File: config.mk
export PLATFORM = sky130hd
export DESIGN_NAME = maze_pixel_renderer_flat
export DESIGN_NICKNAME = d
export VERILOG_FILES = /design/src/rtl/maze_pixel_renderer_pkg.sv /design/src/rtl/maze_pixel_renderer_if.sv /design/src/rtl/maze_pixel_renderer_tile_map_ram.sv /design/src/rtl/maze_pixel_renderer.sv /design/src/flat_wrapper.sv
export SDC_FILE = /design/constraint.sdc
export NUM_CORES = 2
export LEC_CHECK = 0
export CAP_MARGIN = 20
export CELL_PAD_IN_SITES_DETAIL_PLACEMENT = 0
export CELL_PAD_IN_SITES_GLOBAL_PLACEMENT = 1
export CORE_ASPECT_RATIO = 1.2
export CORE_MARGIN = 2
export CORE_UTILIZATION = 55
export CTS_BUF_LIST = sky130_fd_sc_hd__clkbuf_8
export CTS_CLUSTER_SIZE = 10
export DETAILED_ROUTE_END_ITERATION = 8
export PLACE_DENSITY = 0.92
export SLEW_MARGIN = 5
export SYNTH_ARGS = -nofsm -noshare
export SYNTH_HDL_FRONTEND = slang
export SYNTH_SLANG_ARGS = --single-unit
export TNS_END_PERCENT = 5
File: constraint.sdc
create_clock -name CLKOUT -period 6.9 [get_ports CLKOUT]
set_input_delay 1.38 -clock CLKOUT [delete_from_list [all_inputs] [get_ports CLKOUT]]
set_output_delay 1.38 -clock CLKOUT [all_outputs]
set_load 0.01 [all_outputs]
File: src/rtl/maze_pixel_renderer_pkg.sv
// Shared tile types, palette and raster geometry for the maze renderer.
// Imported by the renderer top and by the bench model.
package maze_pkg;

  localparam logic [1:0] TILE_FLOOR = 2'd0;
  localparam logic [1:0] TILE_WALL  = 2'd1;
  localparam logic [1:0] TILE_GOAL  = 2'd2;
  localparam logic [1:0] TILE_KEY   = 2'd3;

  localparam logic [11:0] COL_FLOOR  = 12'h000;
  localparam logic [11:0] COL_WALL   = 12'h888;
  localparam logic [11:0] COL_GOAL   = 12'h0F0;
  localparam logic [11:0] COL_KEY    = 12'hFF0;
  localparam logic [11:0] COL_PLAYER = 12'hF00;

  localparam int H_ACTIVE = 640;
  localparam int V_ACTIVE = 480;
  localparam int H_TOTAL  = 800;
  localparam int V_TOTAL  = 525;
  localparam int MAP_W    = 40;
  localparam int MAP_H    = 30;

  typedef struct packed {
    logic       active;
    logic       hit;
    logic [3:0] ox;
    logic [3:0] oy;
  } px_meta_t;

  function automatic logic [11:0] tile_colour(logic [1:0] t);
    logic [11:0] c;
    c = COL_FLOOR;
    unique case (t)
      TILE_FLOOR: c = COL_FLOOR;
      TILE_WALL:  c = COL_WALL;
      TILE_GOAL:  c = COL_GOAL;
      TILE_KEY:   c = COL_KEY;
    endcase
    return c;
  endfunction

endpackage

File: src/rtl/maze_pixel_renderer_if.sv
// Game-logic side of the renderer: tile-map write port and player position.
// master = game logic, slave = renderer.
interface maze_pixel_renderer_if;
  logic        map_we;
  logic [10:0] map_addr;
  logic [1:0]  map_wdata;
  logic [5:0]  player_tx;
  logic [4:0]  player_ty;

  modport master (
    output map_we, map_addr, map_wdata,
    output player_tx, player_ty
  );

  modport slave (
    input map_we, map_addr, map_wdata,
    input player_tx, player_ty
  );
endinterface

File: src/rtl/maze_pixel_renderer_tile_map_ram.sv
// 2048x2 tile map, one write and one synchronous read port.
// A same-address read/write returns the old contents; no reset on the array.
module tile_map_ram (
  input  logic        CLKOUT,
  input  logic        we_i,
  input  logic [10:0] waddr_i,
  input  logic [1:0]  wdata_i,
  input  logic [10:0] raddr_i,
  output logic [1:0]  rdata_o
);

  logic [1:0] mem_q [2048];
  logic [1:0] rdata_q;

  always_ff @(posedge CLKOUT) begin
    if (we_i) mem_q[waddr_i] <= wdata_i;
    rdata_q <= mem_q[raddr_i];
  end

  assign rdata_o = rdata_q;

endmodule

File: src/rtl/maze_pixel_renderer.sv
// Two-stage pixel colour pipeline: tile lookup on a lookahead coordinate,
// then player overlay and palette into a registered RGB word.
module maze_pixel_renderer
  import maze_pkg::*;
#(
  parameter int LOOKAHEAD = 2,
  parameter int TILE_LOG2 = 4
) (
  input  logic        CLKOUT,
  input  logic        aclr_i,
  input  logic [9:0]  HCOORD,
  input  logic [9:0]  VCOORD,
  maze_pixel_renderer_if.slave game_if,
  output logic [11:0] CSEL,
  output logic        frame_start
);

  logic [9:0]  hsum, hx, vy;
  logic [5:0]  tx;
  logic [4:0]  ty;
  logic [10:0] rd_addr;
  logic [1:0]  tile;
  logic        latch;

  px_meta_t    meta_d, meta_q;
  logic [5:0]  ptx_q;
  logic [4:0]  pty_q;
  logic        fs_q;
  logic [11:0] csel_d, csel_q;

  // Look two pixels ahead so the registered colour lines up with the VGA stage
  always_comb begin
    hsum = HCOORD + 10'(LOOKAHEAD);
    hx   = hsum;
    vy   = VCOORD;
    if (hsum >= 10'(H_TOTAL)) begin
      hx = hsum - 10'(H_TOTAL);
      vy = (VCOORD == 10'(V_TOTAL - 1)) ? '0 : VCOORD + 10'd1;
    end
  end

  assign tx      = hx[TILE_LOG2 +: 6];
  assign ty      = vy[TILE_LOG2 +: 5];
  assign rd_addr = 11'({ty, 5'd0}) + 11'({ty, 3'd0}) + 11'(tx);
  assign latch   = (HCOORD == '0) && (VCOORD == 10'(V_ACTIVE));

  always_comb begin
    meta_d        = '0;
    meta_d.active = (hx < 10'(H_ACTIVE)) && (vy < 10'(V_ACTIVE));
    meta_d.hit    = (tx == ptx_q) && (ty == pty_q);
    meta_d.ox     = hx[TILE_LOG2-1:0];
    meta_d.oy     = vy[TILE_LOG2-1:0];
  end

  tile_map_ram u_ram (
    .CLKOUT  (CLKOUT),
    .we_i    (game_if.map_we),
    .waddr_i (game_if.map_addr),
    .wdata_i (game_if.map_wdata),
    .raddr_i (rd_addr),
    .rdata_o (tile)
  );

  always_comb begin
    csel_d = COL_FLOOR;
    if (!meta_q.active) begin
      csel_d = COL_FLOOR;
    end else if (meta_q.hit &&
                 meta_q.ox >= 4'd4 && meta_q.ox <= 4'd11 &&
                 meta_q.oy >= 4'd4 && meta_q.oy <= 4'd11) begin
      csel_d = COL_PLAYER;
    end else begin
      csel_d = tile_colour(tile);
    end
  end

  // Player position only changes at the start of vertical blanking
  always_ff @(posedge CLKOUT or posedge aclr_i) begin
    if (aclr_i) begin
      meta_q <= '0;
      ptx_q  <= '0;
      pty_q  <= '0;
      fs_q   <= 1'b0;
      csel_q <= '0;
    end else begin
      meta_q <= meta_d;
      fs_q   <= latch;
      csel_q <= csel_d;
      if (latch) begin
        ptx_q <= game_if.player_tx;
        pty_q <= game_if.player_ty;
      end
    end
  end

  assign CSEL        = csel_q;
  assign frame_start = fs_q;

endmodule

File: src/flat_wrapper.sv
// flat-port wrapper written by rule: the top's interface ports become plain ports
module maze_pixel_renderer_flat import maze_pkg::*;
#(
  parameter int LOOKAHEAD = 2,
  parameter int TILE_LOG2 = 4
)
  (CLKOUT, aclr_i, HCOORD, VCOORD, CSEL, frame_start, game_if_map_we, game_if_map_addr, game_if_map_wdata, game_if_player_tx, game_if_player_ty);
  maze_pixel_renderer_if game_if_i ();
  input  logic CLKOUT;
  input  logic aclr_i;
  input  logic [9:0] HCOORD;
  input  logic [9:0] VCOORD;
  output logic [11:0] CSEL;
  output logic frame_start;
  input wire logic [$bits(game_if_i.map_we)-1:0] game_if_map_we;
  input wire logic [$bits(game_if_i.map_addr)-1:0] game_if_map_addr;
  input wire logic [$bits(game_if_i.map_wdata)-1:0] game_if_map_wdata;
  input wire logic [$bits(game_if_i.player_tx)-1:0] game_if_player_tx;
  input wire logic [$bits(game_if_i.player_ty)-1:0] game_if_player_ty;
  assign game_if_i.map_we = game_if_map_we;
  assign game_if_i.map_addr = game_if_map_addr;
  assign game_if_i.map_wdata = game_if_map_wdata;
  assign game_if_i.player_tx = game_if_player_tx;
  assign game_if_i.player_ty = game_if_player_ty;
  maze_pixel_renderer #(.LOOKAHEAD(LOOKAHEAD), .TILE_LOG2(TILE_LOG2)) u_core (.CLKOUT(CLKOUT), .aclr_i(aclr_i), .HCOORD(HCOORD), .VCOORD(VCOORD), .game_if(game_if_i), .CSEL(CSEL), .frame_start(frame_start));
endmodule
==> metrics.txt <==
Area growth syn-to-layout 13.38%; largest net degree at the start of global routing 271; Tmin final 6.574 ns; Post-DP HPWL 317.2 mm; Leak 56.56 nW; Max-slew headroom -2.743%; Crit. End Element flip-flop; Seq/Total Area, Yosys 72.05%; post-synth top area cell edfxtp_1; Reg area 0.1121 mm²; Post-CTS Hold Buffers 0; die area 0.2871 mm²; Max rail drop VDD 0.1865 mV; Max Fclk 0.1521 GHz; Routed Antenna Nets 0; Layout Cell Area excl Fill 0.1764 mm²; CTS buffer count 566; final worst path period share 95.27%; synth cell count leaders edfxtp_1, nor2_1, nand2_1, clkbuf_1, mux4_2; top post-synthesis cells by area edfxtp_1, mux4_2, nor2_1; Post-Syn Area 0.1556 mm²; CP Class in -> reg; I/O pin count 60; global route overflow 0; Placed Instance Area 0.1655 mm²; final hold violation count 0; syn_area_per_cell 14.62 µm²; # fillers 19669; post-CTS sizing 0; Hold WC Path Type reg -> reg; CTS tree yes; Via density 6.772; Initial Util 55.38%; PwrDens 277.6 mW/mm²; crit start category input pin; WP data arrival 7.61 ns; Unique masters post-synth 97; worst-skew pair later-pin latency 1.09 ns; DRC 0; routability congestion estimate 0.9990; Buffers on Ports 56; WL per Instance 34.09 µm; final setup vio count 0; slowest CP cell fa_1; DRT Pass-1 Iters 7; RSZ-0062 raised after global routing false; Worst EP required 7.94 ns; CP top delay family compound AO/OA/AOI/OAI gates; Die Width 489.5 µm; Sum Neg Setup Slack 0 ns; H-tree levels 6; Final nets 11270; max incr delay on CP 0.54 ns; First DRT Iteration DRCs 18582; initial antenna violation count 41; GRT Overall Usage 35.87%; count leader, synth edfxtp_1; multi-input logic area 0.04003 mm²; Critical Path Most Common Cell buf_4; via count 104459; Synth Register Bits 3737; sum of buffers and inverters on the critical path 9; outcome complete, but fails checks; synth warn 0; number of global-route vias before repair 102304; max-slew violations 85; failing checks max-slew violations; max-capacitance violation count 0; area of the core 0.2809 mm²; Slew @ Worst Pin 1.541 ns; Clock Tree Buf Depth 4; Most used DFF post-synth edfxtp_1; CTS sink cnt 3737; Synth Instances 10639; Die Height 586.6 µm; share of layout cells above drive strength 1 18.59%; Synth top area share 71.66%; Clock Skew 0.08610 ns; Reg clk slew, reported paths 0.06 ns; root buffer cell clkbuf_8; EDFF count, synth 3712; Max FO, Critical Path 5; final WL 525.8 mm; row cnt 213; post-CTS setup buffer count 0; first-pass GRT wire length 729.2 mm; Async S/R FF share, synth 0.6155%
==> layout by cell type, fill, tap and decap left out, types with 127 or more instances in the layout <==
master	synthesis	final
a31oi_1	128	127
buf_12	0	132
buf_4	68	687
clkbuf_8	0	576
clkinv_1	1	141
edfxtp_1	3712	3712
inv_1	18	191
mux2i_1	338	338
mux4_2	473	473
nand2_1	1100	1094
nand3_1	442	410
nor2_1	2149	2143
o21ai_0	202	202
==> metrics by stage <==
stage | power (mW) | cells | setup WS [ns] | hold WS, ns | util, %
floorplan | 28.34 | 10641 | 0.2263 | 0.4295 | -
global placement | 32.26 | 14361 | -0.9572 | 0.5079 | 58.82
detailed placement | 32.32 | 14375 | -0.9771 | 0.5093 | 58.93
CTS | 48.63 | 15370 | 0.1187 | 0.5252 | 62.50
global route | 49.85 | 15403 | 0.008642 | 0.5581 | 62.77
finish | 48.96 | 15424 | 0.3264 | 0.5205 | 62.79
==> sequential cells by signal, indices dropped and copies added (netlist names) <==
signal	flops
u_core.pty_q	5
u_core.u_ram.rdata_o	2
u_core.frame_start	1
u_core.CSEL	5
u_core.u_ram.mem_q	3712
u_core.ptx_q	6
u_core.meta_q	6
==> area by class of cell <==
class	count	share of cell area, %
flip-flops and latches	3737	63.55
multi-input cells	5970	22.69
diodes	25	0.03547
clock inverters	419	1.190
well taps	3762	2.669
repair buffers	915	5.321
inverters	20	0.04540
clock buffers	576	4.495
==> kinds of logic (layout without fill, tap and decap cells) <==
group	count (synthesis)	in the layout	synth area share, %
other	1	28	0.002411
XOR/XNOR	38	38	0.2236
buffers and inverters	934	1930	2.670
flip-flops	3737	3737	72.05
AND/OR/NAND/NOR	3965	3965	10.41
AO/OA/AOI/OAI	1098	1098	5.176
adder cells (fa/ha/maj)	13	13	0.1142
multiplexers	853	853	9.346
==> worst paths after layout <==
path | startpoint | endpoint | slack, ns | cells past startpoint
setup / recovery | HCOORD[1] | u_core.u_ram.rdata_o[1]$_DFF_P_ | 0.33 | 29
hold / removal | u_core.meta_q[9]$_DFF_PP0_ | u_core.CSEL[11]$_DFF_PP0_ | 0.52 | 1
setup reg to reg | u_core.u_ram.mem_q[358][0]$_DFFE_PP_ | u_core.u_ram.rdata_o[0]$_DFF_P_ | 3.42 | 10
hold reg to reg | u_core.meta_q[9]$_DFF_PP0_ | u_core.CSEL[11]$_DFF_PP0_ | 0.52 | 1
max in group asynchronous | aclr_i | u_core.pty_q[3]$_DFFE_PP0P_ | 5.59 | 2
min in group asynchronous | aclr_i | u_core.meta_q[8]$_DFF_PP0_ | 0.76 | 2
==> layer usage <==
metal,vias up,routed length (µm),global-route usage (%)
met1,51794,166100,43.65
met4,38,47040,26.80
met5,-,388,0
met3,2106,73600,10.44
li1,41559,-,-
met2,8962,238600,54.45
==> power breakdown <==
group | internal (mW) | leakage [nW] | switching [mW]
Clock | 8.11 | 5.74 | 8.66
Combinational | 2.44 | 17.1 | 4.72
Sequential | 25.0 | 33.7 | 0.0317
Total | 35.5 | 56.6 | 13.4
Note: power is estimated with default switching activity, not from simulation.
